### src/rtl/uart_core.sv
// uart_core: full-duplex UART with configurable frame format and a TX FIFO.
// Ports:
//   clk, rst           system clock, synchronous active-high reset
//   uart_rx / uart_tx  serial pins (uart_rx asynchronous, uart_tx idle high)
//   tx_data/valid/ready, tx_level, tx_busy   transmit side (valid/ready push)
//   rx_data/valid, rx_frame_err, rx_parity_err  receive side (1-cycle pulse, no backpressure)
module uart_core #(
    parameter int unsigned CLK_DIV       = 234,
    parameter int unsigned DATA_BITS     = 8,
    parameter int unsigned PARITY        = 0,
    parameter int unsigned STOP_BITS     = 1,
    parameter int unsigned TX_FIFO_DEPTH = 16
) (
    input  logic                                   clk,
    input  logic                                   rst,
    input  logic                                   uart_rx,
    output logic                                   uart_tx,
    input  logic [DATA_BITS-1:0]                   tx_data,
    input  logic                                   tx_valid,
    output logic                                   tx_ready,
    output logic [$clog2(TX_FIFO_DEPTH+1)-1:0]     tx_level,
    output logic                                   tx_busy,
    output logic [DATA_BITS-1:0]                   rx_data,
    output logic                                   rx_valid,
    output logic                                   rx_frame_err,
    output logic                                   rx_parity_err
);

    localparam int unsigned LW       = $clog2(TX_FIFO_DEPTH + 1);
    localparam int unsigned AW       = $clog2(TX_FIFO_DEPTH);
    localparam int unsigned STOP_LEN = STOP_BITS * CLK_DIV;
    localparam int unsigned TCW      = $clog2(STOP_LEN);
    localparam int unsigned RCW      = $clog2(CLK_DIV);
    localparam int unsigned BW       = $clog2(DATA_BITS);
    localparam int unsigned HALF     = CLK_DIV / 2;

    typedef enum logic [2:0] {
        S_IDLE,
        S_START,
        S_DATA,
        S_PARITY,
        S_STOP
    } state_t;

    // ---------------- TX FIFO + FSM ----------------
    logic [DATA_BITS-1:0] mem [TX_FIFO_DEPTH];
    logic [AW-1:0]        wr_ptr, rd_ptr;
    state_t               tx_state;
    logic [TCW-1:0]       tx_cnt;
    logic [BW-1:0]        tx_idx;
    logic [DATA_BITS-1:0] tx_sh;
    logic                 tx_par;

    logic          push_c, pop_c, tx_bit_end_c, tx_stop_end_c, tx_idle_nxt_c, tx_line_c;
    logic [LW-1:0] level_nxt_c;

    // Handshake, pop timing and next occupancy
    always_comb begin
        push_c        = tx_valid && tx_ready;
        tx_bit_end_c  = (tx_cnt == TCW'(CLK_DIV - 1));
        tx_stop_end_c = (tx_state == S_STOP) && (tx_cnt == TCW'(STOP_LEN - 1));
        // Popping at the end of STOP gives back-to-back frames with no idle gap
        pop_c         = (tx_level != '0) && ((tx_state == S_IDLE) || tx_stop_end_c);
        level_nxt_c   = tx_level + LW'(push_c) - LW'(pop_c);
        tx_idle_nxt_c = !pop_c && ((tx_state == S_IDLE) || tx_stop_end_c);
    end

    // Line level for the current TX state; registered one cycle later into uart_tx
    always_comb begin
        tx_line_c = 1'b1;
        case (tx_state)
            S_START:  tx_line_c = 1'b0;
            S_DATA:   tx_line_c = tx_sh[0];
            S_PARITY: tx_line_c = tx_par;
            default:  tx_line_c = 1'b1;
        endcase
    end

    // FIFO storage, no reset needed
    always_ff @(posedge clk) begin
        if (push_c) begin
            mem[wr_ptr] <= tx_data;
        end
    end

    // TX control
    always_ff @(posedge clk) begin
        if (rst) begin
            tx_state <= S_IDLE;
            tx_cnt   <= '0;
            tx_idx   <= '0;
            tx_sh    <= '0;
            tx_par   <= 1'b0;
            wr_ptr   <= '0;
            rd_ptr   <= '0;
            tx_level <= '0;
            tx_ready <= 1'b0;
            tx_busy  <= 1'b0;
            uart_tx  <= 1'b1;
        end else begin
            uart_tx  <= tx_line_c;
            tx_level <= level_nxt_c;
            tx_ready <= (level_nxt_c != LW'(TX_FIFO_DEPTH));
            tx_busy  <= !tx_idle_nxt_c || (level_nxt_c != '0);
            if (push_c) begin
                wr_ptr <= wr_ptr + AW'(1);
            end
            if (pop_c) begin
                rd_ptr <= rd_ptr + AW'(1);
                tx_sh  <= mem[rd_ptr];
                tx_par <= (PARITY == 1) ? ~(^mem[rd_ptr]) : (^mem[rd_ptr]);
            end
            case (tx_state)
                S_IDLE: begin
                    if (pop_c) begin
                        tx_state <= S_START;
                        tx_cnt   <= '0;
                    end
                end
                S_START: begin
                    if (tx_bit_end_c) begin
                        tx_cnt   <= '0;
                        tx_idx   <= '0;
                        tx_state <= S_DATA;
                    end else begin
                        tx_cnt <= tx_cnt + TCW'(1);
                    end
                end
                S_DATA: begin
                    if (tx_bit_end_c) begin
                        tx_cnt <= '0;
                        tx_sh  <= tx_sh >> 1;
                        if (tx_idx == BW'(DATA_BITS - 1)) begin
                            tx_state <= (PARITY != 0) ? S_PARITY : S_STOP;
                        end else begin
                            tx_idx <= tx_idx + BW'(1);
                        end
                    end else begin
                        tx_cnt <= tx_cnt + TCW'(1);
                    end
                end
                S_PARITY: begin
                    if (tx_bit_end_c) begin
                        tx_cnt   <= '0;
                        tx_state <= S_STOP;
                    end else begin
                        tx_cnt <= tx_cnt + TCW'(1);
                    end
                end
                S_STOP: begin
                    if (tx_stop_end_c) begin
                        tx_cnt   <= '0;
                        tx_state <= pop_c ? S_START : S_IDLE;
                    end else begin
                        tx_cnt <= tx_cnt + TCW'(1);
                    end
                end
                default: tx_state <= S_IDLE;
            endcase
        end
    end

    // ---------------- RX synchroniser + FSM ----------------
    logic                 rx_meta, rx_sync;
    state_t               rx_state;
    logic [RCW-1:0]       rx_cnt;
    logic [BW-1:0]        rx_idx;
    logic [DATA_BITS-1:0] rx_sh;
    logic                 rx_par;
    logic                 rx_bit_end_c;

    assign rx_bit_end_c = (rx_cnt == RCW'(CLK_DIV - 1));

    always_ff @(posedge clk) begin
        if (rst) begin
            rx_meta       <= 1'b1;
            rx_sync       <= 1'b1;
            rx_state      <= S_IDLE;
            rx_cnt        <= '0;
            rx_idx        <= '0;
            rx_sh         <= '0;
            rx_par        <= 1'b0;
            rx_data       <= '0;
            rx_valid      <= 1'b0;
            rx_frame_err  <= 1'b0;
            rx_parity_err <= 1'b0;
        end else begin
            rx_meta  <= uart_rx;
            rx_sync  <= rx_meta;
            rx_valid <= 1'b0;
            case (rx_state)
                S_IDLE: begin
                    if (!rx_sync) begin
                        rx_state <= S_START;
                        rx_cnt   <= '0;
                    end
                end
                S_START: begin
                    // Mid-start re-check; a high line here was only a glitch
                    if (rx_cnt == RCW'(HALF - 1)) begin
                        rx_cnt   <= '0;
                        rx_idx   <= '0;
                        rx_state <= rx_sync ? S_IDLE : S_DATA;
                    end else begin
                        rx_cnt <= rx_cnt + RCW'(1);
                    end
                end
                S_DATA: begin
                    if (rx_bit_end_c) begin
                        rx_cnt <= '0;
                        rx_sh  <= {rx_sync, rx_sh[DATA_BITS-1:1]};
                        if (rx_idx == BW'(DATA_BITS - 1)) begin
                            rx_state <= (PARITY != 0) ? S_PARITY : S_STOP;
                        end else begin
                            rx_idx <= rx_idx + BW'(1);
                        end
                    end else begin
                        rx_cnt <= rx_cnt + RCW'(1);
                    end
                end
                S_PARITY: begin
                    if (rx_bit_end_c) begin
                        rx_cnt   <= '0;
                        rx_par   <= rx_sync;
                        rx_state <= S_STOP;
                    end else begin
                        rx_cnt <= rx_cnt + RCW'(1);
                    end
                end
                S_STOP: begin
                    // Only the first stop bit is checked; back to IDLE at once
                    if (rx_bit_end_c) begin
                        rx_cnt        <= '0;
                        rx_valid      <= 1'b1;
                        rx_data       <= rx_sh;
                        rx_frame_err  <= !rx_sync;
                        rx_parity_err <= (PARITY == 0) ? 1'b0 :
                                         (PARITY == 1) ? ~(^rx_sh ^ rx_par) : (^rx_sh ^ rx_par);
                        rx_state      <= S_IDLE;
                    end else begin
                        rx_cnt <= rx_cnt + RCW'(1);
                    end
                end
                default: rx_state <= S_IDLE;
            endcase
        end
    end

endmodule

### config.mk
export PLATFORM = sky130hd
export DESIGN_NAME = uart_core
export DESIGN_NICKNAME = d
export VERILOG_FILES = /design/src/rtl/uart_core.sv
export SDC_FILE = /design/constraint.sdc
export NUM_CORES = 1
export LEC_CHECK = 0
export BUFFER_PORTS_ARGS = -buffer_cell sky130_fd_sc_hd__buf_4
export CORE_MARGIN = 2
export CORE_UTILIZATION = 45
export DETAILED_ROUTE_END_ITERATION = 8
export PLACE_DENSITY = 0.6
export SYNTH_ARGS = -nofsm -noshare
export SYNTH_HDL_FRONTEND = slang
export SYNTH_SLANG_ARGS = --single-unit
### constraint.sdc
create_clock -name clk -period 3.99 [get_ports clk]
set_clock_uncertainty 0.2 [all_clocks]
set_input_delay 0.1995 -clock clk [delete_from_list [all_inputs] [get_ports clk]]
set_output_delay 0.1995 -clock clk [all_outputs]
set_load 0.02 [all_outputs]
==> out/metrics.csv <==
stage;metric;value;unit
floorplanning;Die W;141;um
detailed_routing;Iter 0 DRT Violations;311;
timing;Final min period;3.36;ns
final_layout;Net count, final;679;
global_routing;vias in the first global route;4927;
timing;Rel. slew slack;32.0;%
timing;Setup Total Neg Slack;0;ns
floorplanning;Core ar.;18600;sq um
synthesis;post-synth net total;644;
final_layout;Area growth syn-to-layout;13.7;%
flow_run;max-cap violations;0;
worst_setup_path;Worst Setup SP;tx_cnt[0];
worst_hold_path;Hold Crit Start;rst;
worst_setup_path;Reg-to-Reg End;tx_busy;
floorplanning;IO Pins;31;
power_and_ir_drop;Tot Pwr;5.63;mW
final_layout;Finished Cell Area;9640;sq um
floorplanning;Initial Util;45.6;%
synthesis;Cell Area, Synth;8480;sq um
clock_tree;clock buffer depth;3;
synthesis;xor/xnor share of the synthesized area;2.89;%
synthesis;fraction of registers with async set/reset;0;%
clock_tree;Hold Buf Count CTS;9;
floorplanning;die area;20000;sq um
final_layout;commonest non-fill, non-tap cell in the layout;edfxtp_1;
timing;final setup margin;0.632;ns
power_and_ir_drop;pwr dens;584;nW/um^2
clock_tree;Worst-Skew Late Latency;0.50;ns
synthesis;syn_area_per_cell;13.9;sq um
clock_tree;# Post-CTS Setup Buffers;0;
timing;Hold Fails Final Rpt;0;
worst_setup_path;FF-to-FF Start;tx_cnt[0];
power_and_ir_drop;leakage power;3.38;nW
global_routing;pin count of the biggest net entering global routing;64;
synthesis;Synth Area in Simple Gates;9.99;%
final_layout;share of post-route cells with drive strength above 1;14.4;%
clock_tree;total clock sinks;205;
clock_tree;H-tree depth;1;
synthesis;distinct cell type count after synthesis;48;
detailed_routing;DR vias;4842;
floorplanning;Die Y;141;um
synthesis;FF+latch count, synth;205;
detailed_routing;post-route ant nets;0;
timing;worst-margin pin slew;1.02;ns
worst_hold_path;Hold Crit Class;input port to register;
timing;Final setup viols;0;
worst_setup_path;critical path class;register to register;
timing;RSZ-0062 raised after global routing;false;
final_layout;commonest non-fill, non-tap cells in the layout;edfxtp_1 (128), nor2_1 (88), dfxtp_1 (76), buf_4 (35), mux2i_1 (28);
worst_setup_path;Worst Path Max Fanout;8;
detailed_routing;DRC viols;0;
detailed_routing;post-DR wirelength/cell;18.2;um
clock_tree;post_cts resized;0;
clock_tree;CTS tree;yes;
timing;Min Hold Slack;0.00480;ns
timing;Slew Limit Fails;0;
run_status;status;completed;
global_routing;Total GRT Usage;16.7;%
detailed_routing;drt pass-1 iters;4;
synthesis;mux contribution to synthesized area;12.3;%
worst_setup_path;Worst Reg2Reg Path Length in Cells;14;
clock_tree;Clk pin slew, worst setup/hold paths;0.06;ns
worst_setup_path;crit end category;register;
synthesis;prevailing post-synth register cell;edfxtp_1;
detailed_routing;Vias/cell;5.40;
synthesis;Synth Area in Adders;3.19;%
place;DP Area;8870;sq um
synthesis;Seq/Total Area, Yosys;63.5;%
synthesis;Post-synth EDFFs;128;
clock_tree;clock tree root driver cell;clkbuf_16;
timing;Tcrit/Tclk final;84.2;%
global_routing;GRT overflow;0;
power_and_ir_drop;Peak VDD IR;0.000367;V
synthesis;Synth Area in Compound Gates;5.31;%
worst_setup_path;Required @ worst endpoint;4.13;ns
place;detailed placement HPWL;10100;um
worst_hold_path;hold endpoint;rx_sh[3];
synthesis;main combinational cell family by area after synthesis;multiplexers;
place;PortBufs;29;
floorplanning;row count;50;
place;RD Place Congestion;0.753;
worst_setup_path;CP Launch Type;register;
global_routing;initial antenna violation count;1;
worst_hold_path;Worst Hold Depth;2;
global_routing;first-pass GRT wire length;26300;um
clock_tree;CTS Buf Count;22;
timing;Max Fclk;298;MHz
worst_setup_path;Worst R2R Setup Slack;0.63;ns
worst_setup_path;Worst Path Arrival;3.49;ns
synthesis;Mapped Cells;611;
detailed_routing;final WL;16300;um
synthesis;Ys Warns;0;
place;pre-CTS setup slack;0.722;ns
==> report_power, final <==
| group | total [mW] | switching (mW) | internal [mW] |
|---|---|---|---|
| clock network | 1.88 | 0.781 | 1.10 |
| registers | 2.45 | 0.0840 | 2.37 |
| logic | 1.30 | 0.676 | 0.620 |
==> metrics by stage <==
step / instances / utilization, %
floorplan: 611 / -
global placement: 847 / 47.8
detailed placement: 847 / 47.8
CTS: 896 / 51.9
global route: 897 / 51.9
finish: 897 / 51.9
==> cells in the mapped netlist, drive strengths merged, types with 2 or more instances <==
master,instances,area (sq um)
mux4,32,758
and4,2,17.5
nand4,9,56.3
xor2,14,123
nor2b,7,43.8
a31oi,2,12.5
nand2,25,93.8
nor4b,3,32.5
nand3,6,30.0
buf,16,113
nor2,88,330
inv,15,56.3
and2,3,18.8
and3,3,18.8
o21ai,6,30.0
a21oi,19,95.1
nand2b,4,25.0
or3,6,37.5
or2,3,18.8
nor3,14,70.1
a211oi,12,90.1
dfxtp,77,1540
clkbuf,18,67.6
nand3b,3,22.5
a21o,3,22.5
mux2i,28,280
a22oi,20,150
ha,20,250
edfxtp,128,3840
xnor2,14,123
==> logic make-up (layout without fill, tap and decap cells) <==
| family | Yosys count | in the layout |
|---|---|---|
| muxes | 60 | 60 |
| AOI/OAI and AO/OA | 68 | 68 |
| other | 1 | 2 |
| DFF | 205 | 205 |
| adders and majority gates | 21 | 21 |
| and+or+nand+nor | 179 | 179 |
| xor gates and xnor gates | 28 | 28 |
| buffers and inverters | 49 | 100 |
==> how the worst max path moves through the flow <==
stage | cells past startpoint | slack, ns | to
after floorplan | 18 | 0.72 | tx_busy
after global placement | 14 | 0.83 | tx_busy
after detailed placement | 14 | 0.72 | tx_busy
after CTS | 14 | 0.67 | tx_busy
after global routing | 15 | 0.40 | tx_ready
final | 14 | 0.63 | tx_busy
==> final cells by class <==
class                      instances  area [sq um]
clock buffer                      30           591
sequential                       205          5390
clock inverter                    10          83.8
tap                              234           293
timing repair buffer              45           373
antenna                            1          2.50
fill                            1566          8940
inverter                          15          56.3
multi-input combinational        357          2860
==> worst max-delay path, cell delays in order, from the launching register on <==
cell,delay [ns]
dfxtp_1,0.48
ha_1,0.20
nand4_1,0.12
or3_1,0.42
nand2_1,0.14
and2_1,0.18
ha_1,0.14
inv_1,0.05
ha_1,0.21
fa_1,0.41
a21oi_1,0.15
nor2_1,0.05
nor2_1,0.11
xnor2_1,0.19
a41oi_1,0.16
==> flip-flops by register name, indices dropped and copies added (netlist names), 3 cells and up, named ones only <==
name / cells
tx_idx: 3
mem: 128
rx_data: 8
rd_ptr: 4
rx_cnt: 8
wr_ptr: 4
tx_state: 3
tx_cnt: 8
tx_level: 5
rx_sh: 8
rx_idx: 3
tx_sh: 8
rx_state: 3
==> per-layer routing <==
| metal | GRT usage [%] | vias to the layer above | share of wire, % |
|---|---|---|---|
| met5 | 1.25 | - | 0 |
| met4 | 4.32 | 0 | 1.9 |
| met3 | 2.90 | 16 | 3.8 |
| met2 | 28.7 | 80 | 50 |
| met1 | 22.1 | 2410 | 45 |
| li1 | - | 2336 | - |
(Power assumes the default switching activity.)
